`config.mk`:
```
export PLATFORM = sky130hd
export DESIGN_NAME = ahbl_apb_bridge_flat
export DESIGN_NICKNAME = d
export VERILOG_FILES = /design/src/rtl/ahbl_apb_bridge_if.sv /design/src/rtl/ahbl_apb_bridge.sv /design/src/flat_wrapper.sv
export SDC_FILE = /design/constraint.sdc
export NUM_CORES = 1
export LEC_CHECK = 0
export CAP_MARGIN = 20
export CORE_MARGIN = 2
export CORE_UTILIZATION = 38
export CTS_BUF_LIST = sky130_fd_sc_hd__clkbuf_16
export CTS_CLUSTER_DIAMETER = 120
export DETAILED_ROUTE_END_ITERATION = 6
export PLACE_DENSITY_LB_ADDON = 0.3
export SLEW_MARGIN = 10
export SYNTH_ARGS = -nofsm -noshare
export SYNTH_HDL_FRONTEND = slang
export SYNTH_SLANG_ARGS = --single-unit
export TNS_END_PERCENT = 20
```
`constraint.sdc`:
```
create_clock -name HCLK -period 1.72 [get_ports HCLK]
set_clock_uncertainty 0.05 [all_clocks]
set_input_delay 0.172 -clock HCLK [delete_from_list [all_inputs] [get_ports HCLK]]
set_output_delay 0.172 -clock HCLK [all_outputs]
set_load 0.02 [all_outputs]
```
`src/rtl/ahbl_apb_bridge_if.sv`:
```
// Bus bundle between the AHB-Lite splitter port, the AHB-to-APB bridge and its APB segment.
// The slave modport is the bridge's view; master is the view of everything around it.
interface ahbl_apb_bridge_if #(
  parameter int PADDR_W = 16
);
  logic               HSEL;
  logic [31:0]        HADDR;
  logic [1:0]         HTRANS;
  logic               HWRITE;
  logic               HREADY;
  logic [31:0]        HWDATA;
  logic               HREADYOUT;
  logic               HRESP;
  logic [31:0]        HRDATA;
  logic [PADDR_W-1:0] PADDR;
  logic               PSEL;
  logic               PENABLE;
  logic               PWRITE;
  logic [31:0]        PWDATA;
  logic [31:0]        PRDATA;
  logic               PREADY;
  logic               PSLVERR;

  modport slave (
    input  HSEL, HADDR, HTRANS, HWRITE, HREADY, HWDATA,
    output HREADYOUT, HRESP, HRDATA,
    output PADDR, PSEL, PENABLE, PWRITE, PWDATA,
    input  PRDATA, PREADY, PSLVERR
  );

  modport master (
    output HSEL, HADDR, HTRANS, HWRITE, HREADY, HWDATA,
    input  HREADYOUT, HRESP, HRDATA,
    input  PADDR, PSEL, PENABLE, PWRITE, PWDATA,
    output PRDATA, PREADY, PSLVERR
  );
endinterface

```
`src/rtl/ahbl_apb_bridge.sv`:
```
// AHB-Lite slave that turns one AHB transfer at a time into an APB access, holding the
// AHB data phase with wait states until the APB side completes; PSLVERR becomes a two-cycle ERROR.
module ahbl_apb_bridge #(
  parameter int PADDR_W = 16
) (
  input  logic              HCLK,
  input  logic              HRESETn,
  ahbl_apb_bridge_if.slave  bus
);

  typedef enum logic [2:0] {
    S_IDLE,
    S_LATCH,
    S_SETUP,
    S_ACCESS,
    S_DONE,
    S_ERR1,
    S_ERR2
  } state_t;

  state_t             state_q, state_d;
  logic [PADDR_W-1:0] paddr_q, paddr_d;
  logic               pwrite_q, pwrite_d;
  logic [31:0]        pwdata_q, pwdata_d;
  logic [31:0]        hrdata_q, hrdata_d;

  logic accept;
  logic hreadyout_c;
  logic hresp_c;
  logic psel_c;
  logic penable_c;

  // Address bits above the APB window and HTRANS[0] (SEQ vs NONSEQ) carry no meaning here.
  logic unused_bits;
  assign unused_bits = ^{bus.HADDR[31:PADDR_W], bus.HTRANS[0]};

  assign accept = bus.HSEL & bus.HTRANS[1] & bus.HREADY;

  always_ff @(posedge HCLK) begin
    if (!HRESETn) begin
      state_q  <= S_IDLE;
      paddr_q  <= '0;
      pwrite_q <= 1'b0;
      pwdata_q <= '0;
      hrdata_q <= '0;
    end else begin
      state_q  <= state_d;
      paddr_q  <= paddr_d;
      pwrite_q <= pwrite_d;
      pwdata_q <= pwdata_d;
      hrdata_q <= hrdata_d;
    end
  end

  always_comb begin
    state_d  = state_q;
    paddr_d  = paddr_q;
    pwrite_d = pwrite_q;
    pwdata_d = pwdata_q;
    hrdata_d = hrdata_q;
    case (state_q)
      S_IDLE, S_DONE, S_ERR2: begin
        if (accept) begin
          state_d  = S_LATCH;
          paddr_d  = bus.HADDR[PADDR_W-1:0];
          pwrite_d = bus.HWRITE;
        end else begin
          state_d = S_IDLE;
        end
      end
      // HWDATA is only valid in the data phase, one cycle after the address was taken.
      S_LATCH: begin
        if (pwrite_q) pwdata_d = bus.HWDATA;
        state_d = S_SETUP;
      end
      S_SETUP: state_d = S_ACCESS;
      S_ACCESS: begin
        if (bus.PREADY) begin
          if (!pwrite_q) hrdata_d = bus.PRDATA;
          state_d = bus.PSLVERR ? S_ERR1 : S_DONE;
        end
      end
      S_ERR1:  state_d = S_ERR2;
      default: state_d = S_IDLE;
    endcase
  end

  // Bus strobes decode from the registered state only, so they cannot glitch on input changes.
  always_comb begin
    hreadyout_c = 1'b1;
    hresp_c     = 1'b0;
    psel_c      = 1'b0;
    penable_c   = 1'b0;
    case (state_q)
      S_LATCH:  hreadyout_c = 1'b0;
      S_SETUP: begin
        hreadyout_c = 1'b0;
        psel_c      = 1'b1;
      end
      S_ACCESS: begin
        hreadyout_c = 1'b0;
        psel_c      = 1'b1;
        penable_c   = 1'b1;
      end
      S_ERR1: begin
        hreadyout_c = 1'b0;
        hresp_c     = 1'b1;
      end
      S_ERR2:  hresp_c = 1'b1;
      default: ;
    endcase
  end

  assign bus.HREADYOUT = hreadyout_c;
  assign bus.HRESP     = hresp_c;
  assign bus.HRDATA    = hrdata_q;
  assign bus.PADDR     = paddr_q;
  assign bus.PSEL      = psel_c;
  assign bus.PENABLE   = penable_c;
  assign bus.PWRITE    = pwrite_q;
  assign bus.PWDATA    = pwdata_q;

endmodule

```
`src/flat_wrapper.sv`:
```
// flat-port wrapper written by rule: the top's interface ports become plain ports
module ahbl_apb_bridge_flat 
#(
  parameter int PADDR_W = 16
)
  (HCLK, HRESETn, bus_HSEL, bus_HADDR, bus_HTRANS, bus_HWRITE, bus_HREADY, bus_HWDATA, bus_HREADYOUT, bus_HRESP, bus_HRDATA, bus_PADDR, bus_PSEL, bus_PENABLE, bus_PWRITE, bus_PWDATA, bus_PRDATA, bus_PREADY, bus_PSLVERR);
  ahbl_apb_bridge_if #(.PADDR_W(PADDR_W)) bus_i ();
  input  logic HCLK;
  input  logic HRESETn;
  input wire logic [$bits(bus_i.HSEL)-1:0] bus_HSEL;
  input wire logic [$bits(bus_i.HADDR)-1:0] bus_HADDR;
  input wire logic [$bits(bus_i.HTRANS)-1:0] bus_HTRANS;
  input wire logic [$bits(bus_i.HWRITE)-1:0] bus_HWRITE;
  input wire logic [$bits(bus_i.HREADY)-1:0] bus_HREADY;
  input wire logic [$bits(bus_i.HWDATA)-1:0] bus_HWDATA;
  output wire logic [$bits(bus_i.HREADYOUT)-1:0] bus_HREADYOUT;
  output wire logic [$bits(bus_i.HRESP)-1:0] bus_HRESP;
  output wire logic [$bits(bus_i.HRDATA)-1:0] bus_HRDATA;
  output wire logic [$bits(bus_i.PADDR)-1:0] bus_PADDR;
  output wire logic [$bits(bus_i.PSEL)-1:0] bus_PSEL;
  output wire logic [$bits(bus_i.PENABLE)-1:0] bus_PENABLE;
  output wire logic [$bits(bus_i.PWRITE)-1:0] bus_PWRITE;
  output wire logic [$bits(bus_i.PWDATA)-1:0] bus_PWDATA;
  input wire logic [$bits(bus_i.PRDATA)-1:0] bus_PRDATA;
  input wire logic [$bits(bus_i.PREADY)-1:0] bus_PREADY;
  input wire logic [$bits(bus_i.PSLVERR)-1:0] bus_PSLVERR;
  assign bus_i.HSEL = bus_HSEL;
  assign bus_i.HADDR = bus_HADDR;
  assign bus_i.HTRANS = bus_HTRANS;
  assign bus_i.HWRITE = bus_HWRITE;
  assign bus_i.HREADY = bus_HREADY;
  assign bus_i.HWDATA = bus_HWDATA;
  assign bus_HREADYOUT = bus_i.HREADYOUT;
  assign bus_HRESP = bus_i.HRESP;
  assign bus_HRDATA = bus_i.HRDATA;
  assign bus_PADDR = bus_i.PADDR;
  assign bus_PSEL = bus_i.PSEL;
  assign bus_PENABLE = bus_i.PENABLE;
  assign bus_PWRITE = bus_i.PWRITE;
  assign bus_PWDATA = bus_i.PWDATA;
  assign bus_i.PRDATA = bus_PRDATA;
  assign bus_i.PREADY = bus_PREADY;
  assign bus_i.PSLVERR = bus_PSLVERR;
  ahbl_apb_bridge #(.PADDR_W(PADDR_W)) u_core (.HCLK(HCLK), .HRESETn(HRESETn), .bus(bus_i));
endmodule
```
==> results of run 1 <==
## layer usage
layer | up-vias | routed length, um | track usage (%)
met1 | 1355 | 3690 | 20.2
met4 | 0 | 112 | 6.01
met2 | 116 | 3630 | 27.7
met5 | - | 0 | 0
li1 | 1537 | - | -
met3 | 12 | 819 | 7.02
## cell usage after synthesis, drive strengths merged
library cell / count / area, sq um
o21ai: 2 / 10.0
and4bb: 1 / 12.5
nand2b: 1 / 6.26
dfxtp: 84 / 1680
nor3b: 1 / 12.5
o21a: 2 / 15.0
nor2: 2 / 23.8
nor2b: 1 / 13.8
nand4b: 1 / 15.0
nand4bb: 1 / 11.3
and2: 2 / 13.8
buf: 18 / 159
and2b: 1 / 8.76
nand2: 165 / 619
a21oi: 2 / 10.0
clkbuf: 13 / 48.8
mux2i: 49 / 490
a21boi: 32 / 240
xor2: 1 / 8.76
## final timing paths
check,to,slack (ns),cells after the start
hold / removal,u_core.bus.PWDATA[22],0.34,3
hold reg to reg,u_core.bus.PWDATA[18],0.40,2
setup reg to reg,u_core.bus.HRDATA[25],0.15,5
setup / recovery,bus_PENABLE,0.13,3
## timing repair
| item | 4_1_cts | 5_1_grt |
|---|---|---|
| pin swaps | 0 | 0 |
| setup buffers | 0 | 0 |
| setup endpoints to repair | 4 | 1 |
| gates cloned | 0 | 0 |
| hold endpoints to repair | 0 | 0 |
| gates resized for setup | 5 | 1 |
## layout make-up
class | instances | share of cell area (%)
Timing Repair Buffer | 180 | 33.9
Sequential cell | 84 | 30.8
Multi-Input combinational cell | 264 | 27.8
Clock buffer | 9 | 4.12
Tap cell | 108 | 2.47
Clock inverter | 6 | 0.916
## placed cells by master, fill, tap and decap left out, types with 2 or more instances in the layout
cell type,count
a21boi_0,7
buf_12,6
dlygate4sd2_1,4
inv_1,3
clkbuf_16,9
o21ai_0,2
clkdlybuf4s50_1,166
dfxtp_1,83
mux2i_1,49
o21a_1,2
nand2_1,165
a21oi_1,2
a21boi_1,25
buf_4,3
## logic make-up (layout without fill, tap and decap cells)
logic type | Yosys count | count (layout) | synth area share, %
and+or+nand+nor | 176 | 176 | 21.7
AOI/OAI and AO/OA | 38 | 38 | 8.09
buffers and inverters | 31 | 195 | 6.11
muxes | 49 | 49 | 14.4
xor gates and xnor gates | 1 | 1 | 0.258
DFF | 84 | 84 | 49.4
## sequential cells by signal, summed over array words and instances, names as in the netlist
register,count
u_core.bus.HRDATA,32
u_core.bus.PADDR,16
u_core.bus.PWDATA,32
u_core.bus.PWRITE,1
u_core.state_q,3
## power by group through the flow
stage          Combinational [uW]  Clock (uW)  Sequential, uW
3_5_place_dp                  432           0            2030
4_1_cts                       432        1840            1980
2_1_floorplan                 146           0            2040
3_3_place_gp                  428           0            2020
6_report                      428        1790            1980
5_1_grt                       463        1930            1980
## metrics by stage
| stage | hold slack [ns] | setup WS (ns) | cell area [sq um] | power, uW | util, % |
|---|---|---|---|---|---|
| floorplan | 0.257 | 0.273 | 3400 | 2190 | - |
| global placement | 0.390 | 0.0612 | 5190 | 2450 | 59.5 |
| detailed placement | 0.395 | 0.0365 | 5190 | 2460 | 59.5 |
| CTS | 0.341 | 0.0441 | 5460 | 4260 | 62.6 |
| global route | 0.345 | 0.0311 | 5460 | 4380 | 62.6 |
| finish | 0.345 | 0.130 | 5460 | 4200 | 62.6 |
## worst reg2reg max path, delay by kind of cell (launching register included)
kind                   cells  cell delay (ns)
buffers and inverters      2             0.38
muxes                      1             0.21
and+or+nand+nor            2             0.50
DFF                        1             0.36
==> results by group, run 1 <==
Run status
  – Run status: complete, no violations

Critical path
  – Delay of the slowest cell on the worst path: 0.46 ns
  – Data arrival, critical path: 1.37 ns
  – CP top delay family: flip-flops
  – Crit Path Category: reg -> out
  – Critical path peak fanout: 7
  – Slowest CP cell: dfxtp_1
  – Crit path launch: u_core.state_q[2]
  – RR Startpoint: u_core.state_q[1]
  – CP Cell Sequence: nor2b_4 -> and2_2 -> dlygate4sd2_1
  – Startpoint Class: flop
  – Bufs and invs on worst path: 1
  – WP data required: about 1.5 ns
  – Worst Setup End Kind: output port

Global routing
  – Largest net degree at the start of global routing: 134
  – Global Route Usage Sum: 17.0%
  – First-pass GRT wire length: 13600 um
  – Vias in the first global route: between 2000 and 3000
  – Aggregate global routing overflow: 0
  – Initial antenna violation count: 0

Placement
  – Dpl hpwl: 5820 um
  – Number of I/O port buffers: roughly 170
  – Final Wtd Congestion: 0.725
  – Placed cells: roughly 640

Die
  – Die W: 98.6 um
  – Row count: 34
  – Initial core utilization: 39.0%
  – Total core area: 8720 sq um
  – Die height: 98.6 um
  – Top-Level Pins: 190
  – Total die area: 9720 sq um

Clocking
  – H-tree levels: 3
  – Hold-fix buffers, CTS: 0
  – Root buf cell: clkbuf_16
  – CTS tree: yes
  – CTS clk-pin slew, worst paths: around 0.06 ns
  – TritonCTS Buffers: 9
  – Clk sink count: between 80 and 90
  – Max Root-Sink Buffers: 2
  – Clk_lat worst skew: between 0.3 and 0.4 ns

Finish
  – Fillers: 746
  – Area occupied by multi-input gates: around 1500 sq um
  – Ant. Diodes: 0
  – FF+latch area: 1680 sq um
  – Finished Layout Cells: 651
  – Area Growth Syn to Fin: 60.6%
  – Nets@finish: 644
  – Share of cells above drive strength 1: about 5.2%

Routing
  – Vias: between 3000 and 4000
  – Vias per inst: between 4 and 5
  – Post-DRT Antenna Nets: 0
  – Routed WL per cell: about 13 um
  – Final WL: 8250 um
  – 1st-iter DRT viols: 53
  – Drc violations: 0
  – TritonRoute pass-1 iters: 4

Pwr
  – Sw frac: 20.7%
  – Psw: just under 900 uW
  – Pwr Density: between 700 and 800 nW/um^2
  – Part of the power in registers: 47.2%
  – Clock share of power: 42.6%
  – Max rail drop VDD: 0.436 mV
  – Leakage power: 0.00197 uW
  – Internal Power: 3330 uW
  – Logic pwr share: roughly a tenth

Synth
  – #FFs+latches synth: between 80 and 90
  – Average size of a mapped cell: 8.97 sq um
  – Synth Instances: 379
  – Synth warnings: 0
  – Distinct cell type count after synthesis: 25
  – Syn Nets: 484
  – Seq/Total Area, Yosys: 49.4%
  – Synthesized area: 3400 sq um

Timing
  – Fin crit period: 1.59 ns
  – Setup TNS Final: 0 ns
  – Peak Freq: ~630 MHz
  – Final setup violation count: 0
  – Max-slew violation count: 0
  – Rel. slew slack: between 60% and 70%
  – RSZ-0062 raised after global routing: no
  – Final period utilization: 92.5%
  – Endpoints failing hold: 0
  – Worst Tran Pin Value: between 0.5 and 0.6 ns

Min path
  – Hold_sp: bus_HWDATA[22]
  – Hold Path Class: in -> reg

Run
  – Max-Cap Viols: 0
Note: power is estimated with default switching activity, not from simulation.
==> run 2, diff against run 1 <==
--- a/config.mk
+++ b/config.mk
@@ -6,11 +6,12 @@
 export NUM_CORES = 1
 export LEC_CHECK = 0
 export CAP_MARGIN = 20
-export CORE_MARGIN = 2
+export CORE_MARGIN = 4
 export CORE_UTILIZATION = 38
 export CTS_BUF_LIST = sky130_fd_sc_hd__clkbuf_16
 export CTS_CLUSTER_DIAMETER = 120
 export DETAILED_ROUTE_END_ITERATION = 6
+export GPL_ROUTABILITY_DRIVEN = 0
 export PLACE_DENSITY_LB_ADDON = 0.3
 export SLEW_MARGIN = 10
 export SYNTH_ARGS = -nofsm -noshare
==> results by group, run 2 (synthesized netlist as in run 1, its figures left out) <==
Critical path
  – CP Cell Sequence: clkdlybuf4s50_1
  – Bufs and invs on worst path: 1
  – Delay of the slowest cell on the worst path: 0.68 ns
  – Crit Path Category: reg -> out
  – Data arrival, critical path: 1.45 ns
  – Critical path peak fanout: 5
  – RR Startpoint: u_core.state_q[1]
  – Slowest CP cell: clkdlybuf4s50_1
  – CP top delay family: buffers and inverters
  – Crit path launch: u_core.bus.PWRITE
  – WP data required: about 1.5 ns
  – Worst Setup End Kind: output port
  – Startpoint Class: flop

Clocking
  – CTS tree: yes
  – CTS clk-pin slew, worst paths: 0.06 ns
  – H-tree levels: 3
  – Clk sink count: 84
  – Root buf cell: clkbuf_16
  – Max Root-Sink Buffers: 2
  – Clk_lat worst skew: approximately 0.32 ns
  – TritonCTS Buffers: 9

Die
  – Total die area: roughly 11000 sq um
  – Top-Level Pins: 190
  – Total core area: 8720 sq um
  – Die W: 103 um
  – Die height: roughly 100 um
  – Row count: 34
  – Initial core utilization: 39.0%

Finish
  – Area occupied by multi-input gates: 1520 sq um
  – Most frequent cells in the layout: clkdlybuf4s50_1, nand2_1, dfxtp_1
  – Nets@finish: 644
  – Fillers: 742
  – Final design area excluding fillers: 5490 sq um
  – FF+latch area: 1680 sq um
  – Commonest non-fill, non-tap cell in the layout: clkdlybuf4s50_1
  – Ant. Diodes: 0
  – Share of cells above drive strength 1: under 10%
  – Finished Layout Cells: 652
  – Area Growth Syn to Fin: 61.4%

Routing
  – Final WL: 8720 um
  – Vias per inst: 4.61
  – TritonRoute pass-1 iters: 4
  – Vias: 3005
  – Drc violations: 0
  – 1st-iter DRT viols: 88
  – Post-DRT Antenna Nets: 0
  – Routed WL per cell: 13.4 um

Timing
  – Rel. slew slack: between 70% and 80%
  – Fin crit period: 1.67 ns
  – Final period utilization: 97.1%
  – Worst Tran Pin Value: 0.321 ns
  – Max-slew violation count: 0
  – Final setup violation count: 0
  – Endpoints failing hold: 0
  – Peak Freq: 599 MHz
  – Setup TNS Final: 0 ns
  – RSZ-0062 raised after global routing: no

Pwr
  – Max rail drop VDD: 0.470 mV
  – Leakage power: slightly below 0.002 uW
  – Tot Pwr: 4430 uW
  – Pwr Density: 806 nW/um^2

Placement
  – Placed cells: 636
  – Placed cell areas: approximately 5200 sq um
  – Dpl hpwl: 6310 um
  – Number of I/O port buffers: 172

Global routing
  – First-pass GRT wire length: approximately 14000 um
  – Vias in the first global route: between 2000 and 3000
  – Largest net degree at the start of global routing: 59
  – Initial antenna violation count: 0
  – Aggregate global routing overflow: 0
  – Global Route Usage Sum: 16.3%

Min path
  – Hold Path Class: in -> reg
  – Hold_sp: HRESETn

Run status
  – Run status: complete, no violations

Run
  – Max-Cap Viols: 0
run 2: cell types whose count changed in the layout (fill, tap and decap cells not counted), sizes merged:
cell,before,now
clkdlybuf4s50,166,167
dlymetal6s2s,1,0
bufinv,1,2
clkinv,2,5
inv,3,0
run 2: worst paths after layout:
path	endpoint	slack, ns	cells past startpoint
max reg2reg	u_core.bus.HRDATA[28]	0.15	5
min	u_core.bus.PWDATA[22]	0.21	2
min reg2reg	u_core.bus.PWDATA[4]	0.40	2
max	bus_PWRITE	0.05	1
run 2: final cells by class:
type,count,area share [%]
clock inverters,7,1.66
well taps,108,2.46
repair buffers,180,33.5
clock buffers,9,4.10
multi-input cells,264,27.6
flip-flops and latches,84,30.7
run 2: per-layer routing:
metal | up-vias | wire length (um) | GRT usage, %
met4 | 0 | 98 | 5.05
met2 | 120 | 3910 | 26.6
li1 | 1536 | - | -
met5 | - | 0 | 0
met1 | 1341 | 3630 | 19.3
met3 | 8 | 1090 | 7.24
run 2: stage by stage:
step	hold slack [ns]	setup slack (ns)	util (%)
final	0.214	0.0499	63.0
after global routing	0.223	0.00839	63.0
after CTS	0.208	0.0182	62.9
after detailed placement	0.395	0.0182	59.4
after global placement	0.390	0.0803	59.4
after floorplan	0.257	0.273	-
run 2: power by group:
group          switching [uW]  total (uW)  internal [uW]
Clock                     743        2010           1270
Sequential               16.3        1980           1970
Combinational             157         432            274
Total                     917        4430           3510
run 2: what timing repair did:
item	in CTS	in global routing
setup buffers	0	0
hold buffers	0	0
gates resized for setup	5	1
endpoints found under the setup margin	4	2
==> run 3, diff against run 2 <==
--- a/config.mk
+++ b/config.mk
@@ -5,7 +5,7 @@
 export SDC_FILE = /design/constraint.sdc
 export NUM_CORES = 1
 export LEC_CHECK = 0
-export CAP_MARGIN = 20
+export CORE_ASPECT_RATIO = 0.5
 export CORE_MARGIN = 4
 export CORE_UTILIZATION = 38
 export CTS_BUF_LIST = sky130_fd_sc_hd__clkbuf_16
@@ -13,6 +13,7 @@
 export DETAILED_ROUTE_END_ITERATION = 6
 export GPL_ROUTABILITY_DRIVEN = 0
 export PLACE_DENSITY_LB_ADDON = 0.3
+export SETUP_SLACK_MARGIN = 0.3
 export SLEW_MARGIN = 10
 export SYNTH_ARGS = -nofsm -noshare
 export SYNTH_HDL_FRONTEND = slang
==> results by group, run 3 (synthesized netlist as in run 1, its figures left out) <==
Timing
  – Rel. slew slack: 72.3%
  – Hold slack final: 0.181 ns
  – Final setup violation count: 0
  – Peak Freq: around 660 MHz
  – Endpoints failing hold: 0
  – Setup TNS Final: 0 ns
  – Worst Tran Pin Value: slightly above 0.4 ns
  – RSZ-0062 raised after global routing: yes
  – Final period utilization: 87.7%
  – Fin crit period: 1.51 ns
  – Post-route worst setup slack: 0.212 ns
  – Max-slew violation count: 0

Min path
  – Hold Path End: u_core.state_q[2]
  – Worst Hold Path Cells: 3
  – Hold Path Class: in -> reg
  – Hold_sp: HRESETn

Critical path
  – CP top delay family: buffers and inverters
  – Data arrival, critical path: 1.29 ns
  – Startpoint Class: flop
  – CP Cell Sequence: clkdlybuf4s50_1
  – Reg2reg setup slack: 0.26 ns
  – Critical path peak fanout: 2
  – Worst reg2reg path depth: 5
  – Bufs and invs on worst path: 1
  – Delay of the slowest cell on the worst path: 0.61 ns
  – RR Endpoint: u_core.bus.PADDR[15]
  – Crit Path Category: reg -> out
  – Slowest CP cell: clkdlybuf4s50_1
  – RR Startpoint: u_core.state_q[1]
  – Worst Setup End Kind: output port
  – WP data required: about 1.5 ns

Global routing
  – Busiest grt layer: met2
  – Vias in the first global route: between 2000 and 3000
  – Grt met1 use: 19.0%
  – Global Route met3 Usage: 5.71%
  – Met2 Usage GRT: 28.5%
  – Global Route Usage Sum: 16.3%
  – Aggregate global routing overflow: 0
  – Initial antenna violation count: 0
  – Largest net degree at the start of global routing: 46
  – First-pass GRT wire length: 13700 um

Finish
  – Ant. Diodes: 0
  – Share of cells above drive strength 1: 8.96%
  – Commonest non-fill, non-tap cell in the layout: nand2_1
  – Most frequent cells in the layout: nand2_1, clkdlybuf4s50_1, dfxtp_1
  – Area Growth Syn to Fin: 65.0%
  – Nets@finish: between 600 and 700
  – Fillers: 743
  – Finished Layout Cells: 675

Routing
  – Post-DRT Antenna Nets: 0
  – Vias: 2994
  – Vias per inst: roughly 4.4
  – 1st-iter DRT viols: 91
  – Drc violations: 0
  – Final WL: 9030 um
  – TritonRoute pass-1 iters: 4
  – Routed WL per cell: 13.4 um

Clocking
  – H-tree levels: 3
  – Root buf cell: clkbuf_16
  – TritonCTS Buffers: 9
  – CTS clk-pin slew, worst paths: 0.06 ns
  – Clk_lat worst skew: ~0.33 ns
  – CTS tree: yes
  – Max Root-Sink Buffers: 2
  – Clk sink count: 84

Pwr
  – Pwr Density: roughly 760 nW/um^2
  – Max rail drop VDD: 0.517 mV
  – Leakage power: 0.00221 uW

Die
  – Die W: 142 um
  – Row count: 24
  – Total die area: 10600 sq um
  – Initial core utilization: roughly two fifths
  – Die height: 74.9 um
  – Top-Level Pins: 190
  – Total core area: 8710 sq um

Placement
  – Place WS: 0.0653 ns
  – Placed cells: ~650
  – Dpl hpwl: 6280 um
  – Number of I/O port buffers: 172

Run status
  – Run status: complete, no violations

Run
  – Max-Cap Viols: 0
-- run 3: area by class of cell --
| type | count | area [sq um] | share of cell area, % |
|---|---|---|---|
| Sequential cell | 84 | 1690 | 30.2 |
| Multi-Input combinational cell | 264 | 1520 | 27.0 |
| Tap cell | 117 | 146 | 2.61 |
| Clock buffer | 9 | 225 | 4.01 |
| Timing Repair Buffer | 194 | 1970 | 35.1 |
| Clock inverter | 7 | 58.8 | 1.05 |
-- run 3: power by group --
part / switching [uW] / leakage (uW) / internal (uW)
clock network: 748 / 0.000141 / 1100
logic: 161 / 0.00139 / 278
registers: 14.5 / 0.000680 / 1970
total: 924 / 0.00221 / 3350
-- run 3: worst max-delay path by stage --
stage          depth (start not counted)               endpoint  slack [ns]            startpoint
4_1_cts                                3            bus_PENABLE        0.18     u_core.state_q[1]
3_5_place_dp                           5  u_core.bus.HRDATA[16]        0.07            bus_PREADY
5_1_grt                                1          bus_PWDATA[7]        0.17  u_core.bus.PWDATA[7]
2_1_floorplan                          7   u_core.bus.HRDATA[0]        0.28     u_core.state_q[1]
6_report                               1           bus_PADDR[4]        0.21   u_core.bus.PADDR[4]
3_3_place_gp                           5   u_core.bus.HRDATA[7]        0.08            bus_PREADY
-- run 3: routing by layer --
layer / vias to the layer above / part of all wire, %
met5: - / 0
met4: 0 / 1.8
met2: 79 / 49
met3: 16 / 6.2
li1: 1563 / -
met1: 1336 / 43
-- run 3: repair_timing --
action                     CTS  global route
hold buffers                 0             0
setup endpoints to repair  134           138
resized for setup           32            15
setup buffers                5             2
cloned                       2             1
-- run 3: metrics by stage --
step	power [uW]	cell area, sq um	utilization, %
2_1_floorplan	2190	3400	-
3_3_place_gp	2450	5180	59.5
3_5_place_dp	2460	5180	59.5
4_1_cts	4330	5560	63.8
5_1_grt	4450	5610	64.5
6_report	4270	5610	64.5
